--- config.mk ---
export PLATFORM = sky130hd
export DESIGN_NAME = irrigation_countdown_ctrl
export DESIGN_NICKNAME = d
export VERILOG_FILES = /design/src/rtl/irrigation_countdown_ctrl.sv
export SDC_FILE = /design/constraint.sdc
export NUM_CORES = 1
export LEC_CHECK = 0
export ABC_CLOCK_PERIOD_IN_PS = 2500
export CAP_MARGIN = 20
export CORE_UTILIZATION = 45
export CTS_CLUSTER_DIAMETER = 200
export CTS_CLUSTER_SIZE = 12
export DETAILED_ROUTE_END_ITERATION = 7
export DONT_BUFFER_PORTS = 1
export GPL_ROUTABILITY_DRIVEN = 1
export PLACE_DENSITY = 0.69
export RECOVER_POWER = 100
export SYNTH_ARGS = -nofsm -noshare
export SYNTH_HDL_FRONTEND = slang
export SYNTH_SLANG_ARGS = --single-unit
--- constraint.sdc ---
create_clock -name clock -period 2.5 [get_ports clock]
set_clock_uncertainty 0.1 [all_clocks]
set_input_delay 0.25 -clock clock [delete_from_list [all_inputs] [get_ports clock]]
set_output_delay 0.25 -clock clock [all_outputs]
set_load 0.02 [all_outputs]
--- src/rtl/irrigation_countdown_ctrl.sv ---
// MM:SS BCD countdown sequencer for one irrigation zone.
// Loads a preset, counts down on a 1 Hz tick and drives the valve while running.
module irrigation_countdown_ctrl #(
    parameter logic [3:0] SEC_TENS_MAX = 4'd5,
    parameter logic [3:0] MIN_TENS_MAX = 4'd9
) (
    input  logic        clock,
    input  logic        reset,
    input  logic        tick,
    input  logic        load,
    input  logic [15:0] preset,
    input  logic        start,
    input  logic        pause,
    input  logic        abort,
    output logic [15:0] digits,
    output logic        valve,
    output logic        busy,
    output logic        done,
    output logic        error
);

    typedef enum logic [2:0] {
        S_IDLE,
        S_ARMED,
        S_RUNNING,
        S_PAUSED,
        S_DONE
    } state_t;

    state_t      state_q;
    logic [15:0] digits_q;
    logic        valve_q;
    logic        busy_q;
    logic        done_q;
    logic        error_q;

    logic [15:0] digits_dec;
    logic        preset_ok;
    logic        is_last_second;
    logic        load_act;
    logic        pause_act;
    logic        start_act;
    logic        tick_act;

    // Decade-down chain: each digit wraps to its maximum and borrows onward.
    always_comb begin
        logic       b0;
        logic       b1;
        logic       b2;
        // NOTE: every combinational output gets a default first so no latch is inferred.
        digits_dec = digits_q;
        b0 = (digits_q[3:0] == 4'd0);
        b1 = b0 && (digits_q[7:4] == 4'd0);
        b2 = b1 && (digits_q[11:8] == 4'd0);
        digits_dec[3:0] = b0 ? 4'd9 : digits_q[3:0] - 4'd1;
        if (b0) digits_dec[7:4]   = (digits_q[7:4] == 4'd0) ? SEC_TENS_MAX : digits_q[7:4] - 4'd1;
        if (b1) digits_dec[11:8]  = (digits_q[11:8] == 4'd0) ? 4'd9 : digits_q[11:8] - 4'd1;
        if (b2) digits_dec[15:12] = digits_q[15:12] - 4'd1;
    end

    assign preset_ok = (preset[3:0] <= 4'd9) && (preset[7:4] <= 4'd9) &&
                       (preset[11:8] <= 4'd9) && (preset[15:12] <= 4'd9) &&
                       (preset[7:4] <= SEC_TENS_MAX) && (preset[15:12] <= MIN_TENS_MAX);
    assign is_last_second = (digits_q == 16'h0001);

    // A request ignored in the current state does not mask lower-priority ones.
    assign load_act  = load && (state_q != S_RUNNING);
    assign pause_act = pause && (state_q == S_RUNNING);
    assign start_act = start && ((state_q == S_ARMED) || (state_q == S_PAUSED));
    assign tick_act  = tick && (state_q == S_RUNNING);

    always_ff @(posedge clock or negedge reset) begin
        if (!reset) begin
            state_q  <= S_IDLE;
            digits_q <= 16'h0000;
            valve_q  <= 1'b0;
            busy_q   <= 1'b0;
            done_q   <= 1'b0;
            error_q  <= 1'b0;
        end else begin
            // NOTE: sequential state uses non-blocking assignments so every register samples pre-edge values.
            done_q  <= 1'b0;
            error_q <= 1'b0;
            if (abort) begin
                state_q  <= S_IDLE;
                digits_q <= 16'h0000;
                valve_q  <= 1'b0;
                busy_q   <= 1'b0;
            end else if (load_act) begin
                if (preset_ok) begin
                    state_q  <= S_ARMED;
                    digits_q <= preset;
                    valve_q  <= 1'b0;
                    busy_q   <= 1'b0;
                end else begin
                    error_q <= 1'b1;
                end
            end else if (pause_act) begin
                state_q <= S_PAUSED;
                valve_q <= 1'b0;
            end else if (start_act) begin
                if (state_q == S_ARMED && digits_q == 16'h0000) begin
                    state_q <= S_DONE;
                    done_q  <= 1'b1;
                end else begin
                    state_q <= S_RUNNING;
                    valve_q <= 1'b1;
                    busy_q  <= 1'b1;
                end
            end else if (tick_act) begin
                digits_q <= digits_dec;
                if (is_last_second) begin
                    state_q <= S_DONE;
                    done_q  <= 1'b1;
                    valve_q <= 1'b0;
                    busy_q  <= 1'b0;
                end
            end
        end
    end

    assign digits = digits_q;
    assign valve  = valve_q;
    assign busy   = busy_q;
    assign done   = done_q;
    assign error  = error_q;

endmodule

==> results of run 1 <==
registers in the layout, summed over array words and instances, names as in the netlist:
register	count
digits	16
state_q	3
busy	1
done	1
error	1
valve	1
layout make-up:
class / count / share of cell area [%]
Sequential cell: 23 / 34.0
Clock buffer: 4 / 1.55
Multi-Input combinational cell: 140 / 51.5
Tap cell: 44 / 3.25
Timing Repair Buffer: 28 / 8.57
Inverter: 5 / 1.11
per-stage QoR:
stage / util, % / hold WS (ns) / area, µm² / total power [mW]
2_1_floorplan: - / -0.146 / 1490 / 0.807
3_3_place_gp: 55.0 / -0.145 / 1710 / 0.956
3_5_place_dp: 55.0 / -0.145 / 1710 / 0.971
4_1_cts: 56.5 / 0.0277 / 1750 / 1.15
5_1_grt: 54.6 / 0.0103 / 1690 / 1.19
6_report: 54.6 / 0.0142 / 1690 / 1.12
routing by layer:
| layer | vias to the layer above | track usage, % | wire [µm] |
|---|---|---|---|
| li1 | 712 | - | - |
| met3 | 7 | 5.46 | 339 |
| met2 | 66 | 41.4 | 2020 |
| met4 | 0 | 9.52 | 56 |
| met5 | - | 0 | 0 |
| met1 | 760 | 35.3 | 1830 |
power by group:
group          switching (mW)  internal [mW]  total, mW
clock network           0.116         0.0625      0.179
registers              0.0393          0.425      0.464
logic                   0.303          0.175      0.479
placed cells by master, fill, tap and decap left out, types with 3 or more instances in the layout:
cell      instances
buf_4             7
dfrtp_1          23
o21ai_0          18
nor3b_1           3
a21oi_1          14
clkbuf_1         19
clkbuf_4          3
nand2_1          16
a211oi_1          4
nand2b_1          3
nor3_1            7
inv_1             5
o41ai_1           3
a22o_1            3
and3_1            4
nor2_1           21
cell families after synthesis:
kind of cell | Yosys count | synth area share (%)
fa+ha+maj | 1 | 0.842
compound gates | 65 | 29.3
mux | 3 | 2.53
buf+inv | 11 | 2.78
simple gates | 71 | 25.8
flops | 23 | 38.8
how the worst max path moves through the flow:
stage                     from    endpoint  slack, ns
floorplan           digits[12]  state_q[0]       0.06
global placement    digits[12]  state_q[0]       0.12
detailed placement  digits[12]  state_q[0]       0.06
CTS                 digits[12]  state_q[0]       0.04
global route        digits[12]  state_q[0]      0.004
finish              digits[12]  state_q[0]       0.06
what timing repair did:
action | CTS | global route
endpoints found under the hold margin | 28 | 0
gates resized for setup | 0 | 3
endpoints found under the setup margin | 0 | 1
hold buffers | 2 | 0
==> impl_metrics.py, run 1 <==
metrics = {
    "run_status": {
        "outcome": "finished clean",
    },
    "critical_path": {
        "path_buf_inv": 1,
        "slowest_delay_ns": 0.53,
        "r2r-end": "state_q[0]",
        "r2r_setup_slack_ns": 0.06,
        "cp.depth": 7,
        "cp_cell_sequence": "inv_1, ha_2, or4b_4, or4_4, o211ai_4, nand2b_2, mux2_4",
        "cp-end-kind": "register",
        "worst_ep_required_time_ns": 2.62,
        "crit_path_top_delay_cell": "or4_4",
        "reg2reg_depth": 7,
        "startpoint_type": "register",
        "arrival_ns": 2.56,
        "critical_path_class": "reg2reg",
        "rr_startpoint": "digits[12]",
        "cpLargestDelayFamily": "simple AND/OR/NAND/NOR gates",
        "crit_fanout": 3,
    },
    "placement": {
        "dpl.cell_count": 237,
        "port_buffers": 0,
        "place.gp.congestion": 0.973,
        "hpwlAfterDp_um": 3230,
        "preCtsSetupSlack_ns": 0.0590,
    },
    "route": {
        "ant_nets": 0,
        "drtPass1Iterations": 4,
        "vias_per_cell": 6.33,
        "via_count": 1545,
        "drt-wirelength-per-cell_um": 17.4,
        "first_iter_violations": 152,
        "route.detailed.drc": 0,
        "postRouteWirelength_um": 4250,
    },
    "synthesis": {
        "synth_cell_types": 48,
        "syn_nets": 198,
        "synthFlopType": "dfrtp_1",
        "synthDominantCellAreaShare_pct": 38.8,
        "syn_avg_cell_area_um2": 8.54,
        "synth_edf_count": 0,
        "synth_area_leaders": "dfrtp_1 39%, o21ai_0 6.1%, nor2_1 5.3%",
        "yosys.area.top_type": "dfrtp_1",
        "seq_area_frac_synth_pct": 38.8,
        "ys_ff_latch": 23,
        "netlist_area_um2": 1490,
        "async_reset_ff_share_pct": 100,
        "synth_commonest_cells": "23 x dfrtp_1, 21 x nor2_1, 18 x o21ai_0, 16 x nand2_1, 14 x a21oi_1",
        "syn_inst": 174,
        "synth.most_common_cell": "dfrtp_1",
        "yosys_warnings": 0,
    },
    "sta": {
        "hold_viol_final": 0,
        "tightestPinTransition_ns": 0.943,
        "report.final.setup_viol": 0,
        "timing.final.crit_share_pct": 97.6,
        "rsz0062_at_grt": "false",
        "slew_violations": 0,
        "timing.final.ws_setup_ns": 0.0603,
        "finalCriticalPeriod_ns": 2.44,
        "max_freq_ghz": 0.410,
        "setup_tns_ns": 0,
        "relSlewSlack_pct": 37.1,
    },
    "clock_tree": {
        "clk_pin_slew_ns": 0.13,
        "clk_latency_ns": 0.32,
        "cts_buffers": 3,
        "cts_tree": "done",
        "cts_root_buffer": "clkbuf_4",
        "post_cts.repair.setup_buffers": 0,
        "cts_buffer_depth": 2,
        "cts_sinks": 23,
        "h-tree-depth": 1,
    },
    "floorplan": {
        "core_um2": 3100,
        "dieArea_um2": 3530,
        "start_util_pct": 47.9,
        "die_height_um": 59.5,
        "io-pin-count": 43,
        "die_w_um": 59.5,
        "rows": 20,
    },
    "pwr": {
        "powerDensity_nw_per_um2": 663,
        "peakVddDrop_uv": 282,
        "p_leak_nw": 0.720,
    },
    "job": {
        "drv_cap": 0,
    },
    "cells_and_area": {
        "final_nets": 225,
        "multi_input_area_um2": 872,
        "n_fill_cell": 329,
        "areaGrowthSynthToFinish_pct": 14.0,
        "register_area_um2": 576,
        "diodes": 0,
        "fin_cells": 244,
        "drive_above_1_share_pct": 12.5,
    },
    "grt": {
        "grt_max_degree": 24,
        "grtUsageTotal_pct": 26.2,
        "grt_pass1_vias": 1553,
        "gr-total-overflow": 0,
        "grt_pass1_wl_um": 6870,
        "antenna_found_initial": 0,
    },
    "min_path": {
        "whs_endpoint": "digits[8]",
        "min_path_type": "in2reg",
        "min_from": "preset[8]",
        "min_path_cells": 2,
    },
}
No activity file was read; power rests on OpenSTA's default activity.
==> inputs of run 2 (changes only) <==
--- a/config.mk
+++ b/config.mk
@@ -5,7 +5,6 @@
 export SDC_FILE = /design/constraint.sdc
 export NUM_CORES = 1
 export LEC_CHECK = 0
-export ABC_CLOCK_PERIOD_IN_PS = 2500
 export CAP_MARGIN = 20
 export CORE_UTILIZATION = 45
 export CTS_CLUSTER_DIAMETER = 200
==> results of run 2 <==
Same layout as run 1: the final DEF is identical, and so are final timing and power.
==> inputs of run 3 (changes only) <==
--- a/config.mk
+++ b/config.mk
@@ -12,7 +12,7 @@
 export DETAILED_ROUTE_END_ITERATION = 7
 export DONT_BUFFER_PORTS = 1
 export GPL_ROUTABILITY_DRIVEN = 1
-export PLACE_DENSITY = 0.69
+export PLACE_DENSITY = 0.67
 export RECOVER_POWER = 100
 export SYNTH_ARGS = -nofsm -noshare
 export SYNTH_HDL_FRONTEND = slang
==> constraint.sdc (replaced) <==
create_clock -name clock -period 2.3 [get_ports clock]
set_clock_uncertainty 0.1 [all_clocks]
set_input_delay 0.23 -clock clock [delete_from_list [all_inputs] [get_ports clock]]
set_output_delay 0.23 -clock clock [all_outputs]
set_load 0.02 [all_outputs]
==> impl_metrics.py, run 3 (synthesis gave the netlist of run 1 again) <==
metrics = {
    "run_status": {
        "outcome": "finished with violations",
        "violations": "setup timing",
    },
    "route": {
        "via_count": 1523,
        "postRouteWirelength_um": 4530,
        "ant_nets": 0,
        "drt-wirelength-per-cell_um": 18.0,
        "route.detailed.drc": 0,
        "dr_wl_met3_um": 336,
        "first_iter_violations": 84,
        "topRoutingLayerUsed": "met4",
        "vias_per_cell": 6.04,
        "drtPass1Iterations": 4,
        "wl_met1_um": 1760,
        "route.met2.wl_um": 2370,
    },
    "sta": {
        "tightestPinTransition_ns": 1.01,
        "hold_viol_final": 0,
        "report.final.setup_viol": 1,
        "finalCriticalPeriod_ns": 2.33,
        "hold_ws_ns": 0.0169,
        "setup_tns_ns": -0.0286,
        "timing.final.crit_share_pct": 101,
        "rsz0062_at_grt": "true",
        "relSlewSlack_pct": 32.6,
        "timing.final.ws_setup_ns": -0.0286,
        "slew_violations": 0,
        "max_freq_ghz": 0.429,
    },
    "clock_tree": {
        "clk_latency_ns": 0.32,
        "cts_sinks": 23,
        "h-tree-depth": 1,
        "clk_pin_slew_ns": 0.14,
        "cts_buffer_depth": 2,
        "cts_root_buffer": "clkbuf_4",
        "cts_buffers": 3,
        "cts_tree": "done",
    },
    "min_path": {
        "min_from": "preset[14]",
        "min_path_type": "in2reg",
    },
    "placement": {
        "hpwlAfterDp_um": 3320,
        "postPlaceCellArea_um2": 1760,
        "place.gp.congestion": 0.887,
        "port_buffers": 0,
    },
    "critical_path": {
        "rr_startpoint": "digits[12]",
        "worstSetupStartpoint": "digits[12]",
        "slowest_delay_ns": 0.46,
        "crit_fanout": 3,
        "cp_cell_sequence": "inv_2, ha_4, or4b_4, or4_4, o211ai_4, nand2b_4, mux2_4",
        "critical_path_class": "reg2reg",
        "startpoint_type": "register",
        "crit_path_top_delay_cell": "or4b_4",
        "worst_ep_required_time_ns": 2.41,
        "cp-end-kind": "register",
        "arrival_ns": 2.44,
    },
    "floorplan": {
        "rows": 20,
        "start_util_pct": 47.9,
        "dieArea_um2": 3530,
        "core_um2": 3100,
        "io-pin-count": 43,
        "die_height_um": 59.5,
        "die_w_um": 59.5,
    },
    "cells_and_area": {
        "layout_commonest_cell": "nor2_1",
        "diodes": 0,
        "drive_above_1_share_pct": 23.1,
        "largest_reg_flops": 16,
        "final_nets": 233,
        "stdcell_area_um2": 1840,
        "final_cell_mix": "21 x nor2_1, 17 x o21ai_0, 16 x nand2_1, 16 x dfrtp_1, 16 x buf_4",
        "areaGrowthSynthToFinish_pct": 24.0,
    },
    "grt": {
        "gr-total-overflow": 0,
        "grtUsageTotal_pct": 28.5,
        "grt_pass1_vias": 1581,
        "grt_pass1_wl_um": 7360,
        "grt_max_degree": 24,
        "antenna_found_initial": 0,
    },
    "pwr": {
        "peakVddDrop_uv": 362,
        "powerDensity_nw_per_um2": 695,
        "p_leak_nw": 0.787,
    },
    "job": {
        "drv_cap": 0,
    },
}
run 3: cell types whose count changed in the layout (fill, tap and decap cells not counted), moves of 5 or more:
cell | previous run | this run
dfrtp_2 | 0 | 7
buf_4 | 7 | 16
dfrtp_1 | 23 | 16
dlygate4sd3_1 | 2 | 7
clkbuf_1 | 19 | 12
run 3: routing by layer:
| layer | track usage (%) | vias to the layer above |
|---|---|---|
| met5 | 0 | - |
| li1 | - | 728 |
| met3 | 5.90 | 4 |
| met4 | 11.6 | 0 |
| met2 | 48.2 | 60 |
| met1 | 35.1 | 731 |
run 3: where the power goes:
| group | internal (mW) | total (mW) | leakage [nW] | switching [mW] |
|---|---|---|---|---|
| logic | 0.229 | 0.575 | 0.476 | 0.346 |
| registers | 0.465 | 0.510 | 0.293 | 0.0451 |
| clock network | 0.0651 | 0.195 | 0.0177 | 0.130 |
| total | 0.759 | 1.28 | 0.787 | 0.521 |
run 3: worst max-delay path: cells and delay by family, from the launching register on:
family / cells / cell delay (ns)
adder cells (fa/ha/maj): 1 / 0.13
flip-flops: 1 / 0.43
multiplexers: 1 / 0.29
buffers and inverters: 1 / 0.07
AND/OR/NAND/NOR: 3 / 1.00
AO/OA/AOI/OAI: 1 / 0.21
run 3: through the flow:
| step | std cells | utilization (%) | total power, mW | setup WS, ns |
|---|---|---|---|---|
| 5_1_grt | 252 | 59.4 | 1.37 | -0.0826 |
| 3_5_place_dp | 239 | 56.7 | 1.09 | -0.0334 |
| 2_1_floorplan | 174 | - | 0.894 | -0.0288 |
| 4_1_cts | 249 | 59.6 | 1.31 | -0.0336 |
| 6_report | 252 | 59.4 | 1.28 | -0.0286 |
| 3_3_place_gp | 239 | 56.7 | 1.06 | 0.0180 |
run 3: final cells by class:
class                   instances  area (µm²)
clock inverters                 1        5.00
repair buffers                 36         246
fillers                       315        1260
multi-input cells             140         910
inverters                       5        18.8
well taps                      44        55.1
flip-flops and latches         23         584
clock buffers                   3        22.5
run 3: path summary, 6_finish.rpt:
check                             endpoint  slack (ns)  cells after the start
worst max-delay path            state_q[0]       -0.03                      7
worst min-delay path            digits[14]        0.02                      2
worst max register to register  state_q[0]       -0.03                      7
worst min register to register  state_q[1]        0.48                      1
max in group asynchronous        digits[1]        0.72                      2
min in group asynchronous       digits[14]        0.10                      1
run 3: what timing repair did:
| item | in CTS | in global routing |
|---|---|---|
| pin swaps | 0 | 2 |
| resized for setup | 2 | 3 |
| setup buffers | 0 | 1 |
| hold buffers | 6 | 1 |
| setup endpoints to repair | 1 | 3 |
| endpoints found under the hold margin | 29 | 1 |
| cloned | 0 | 0 |
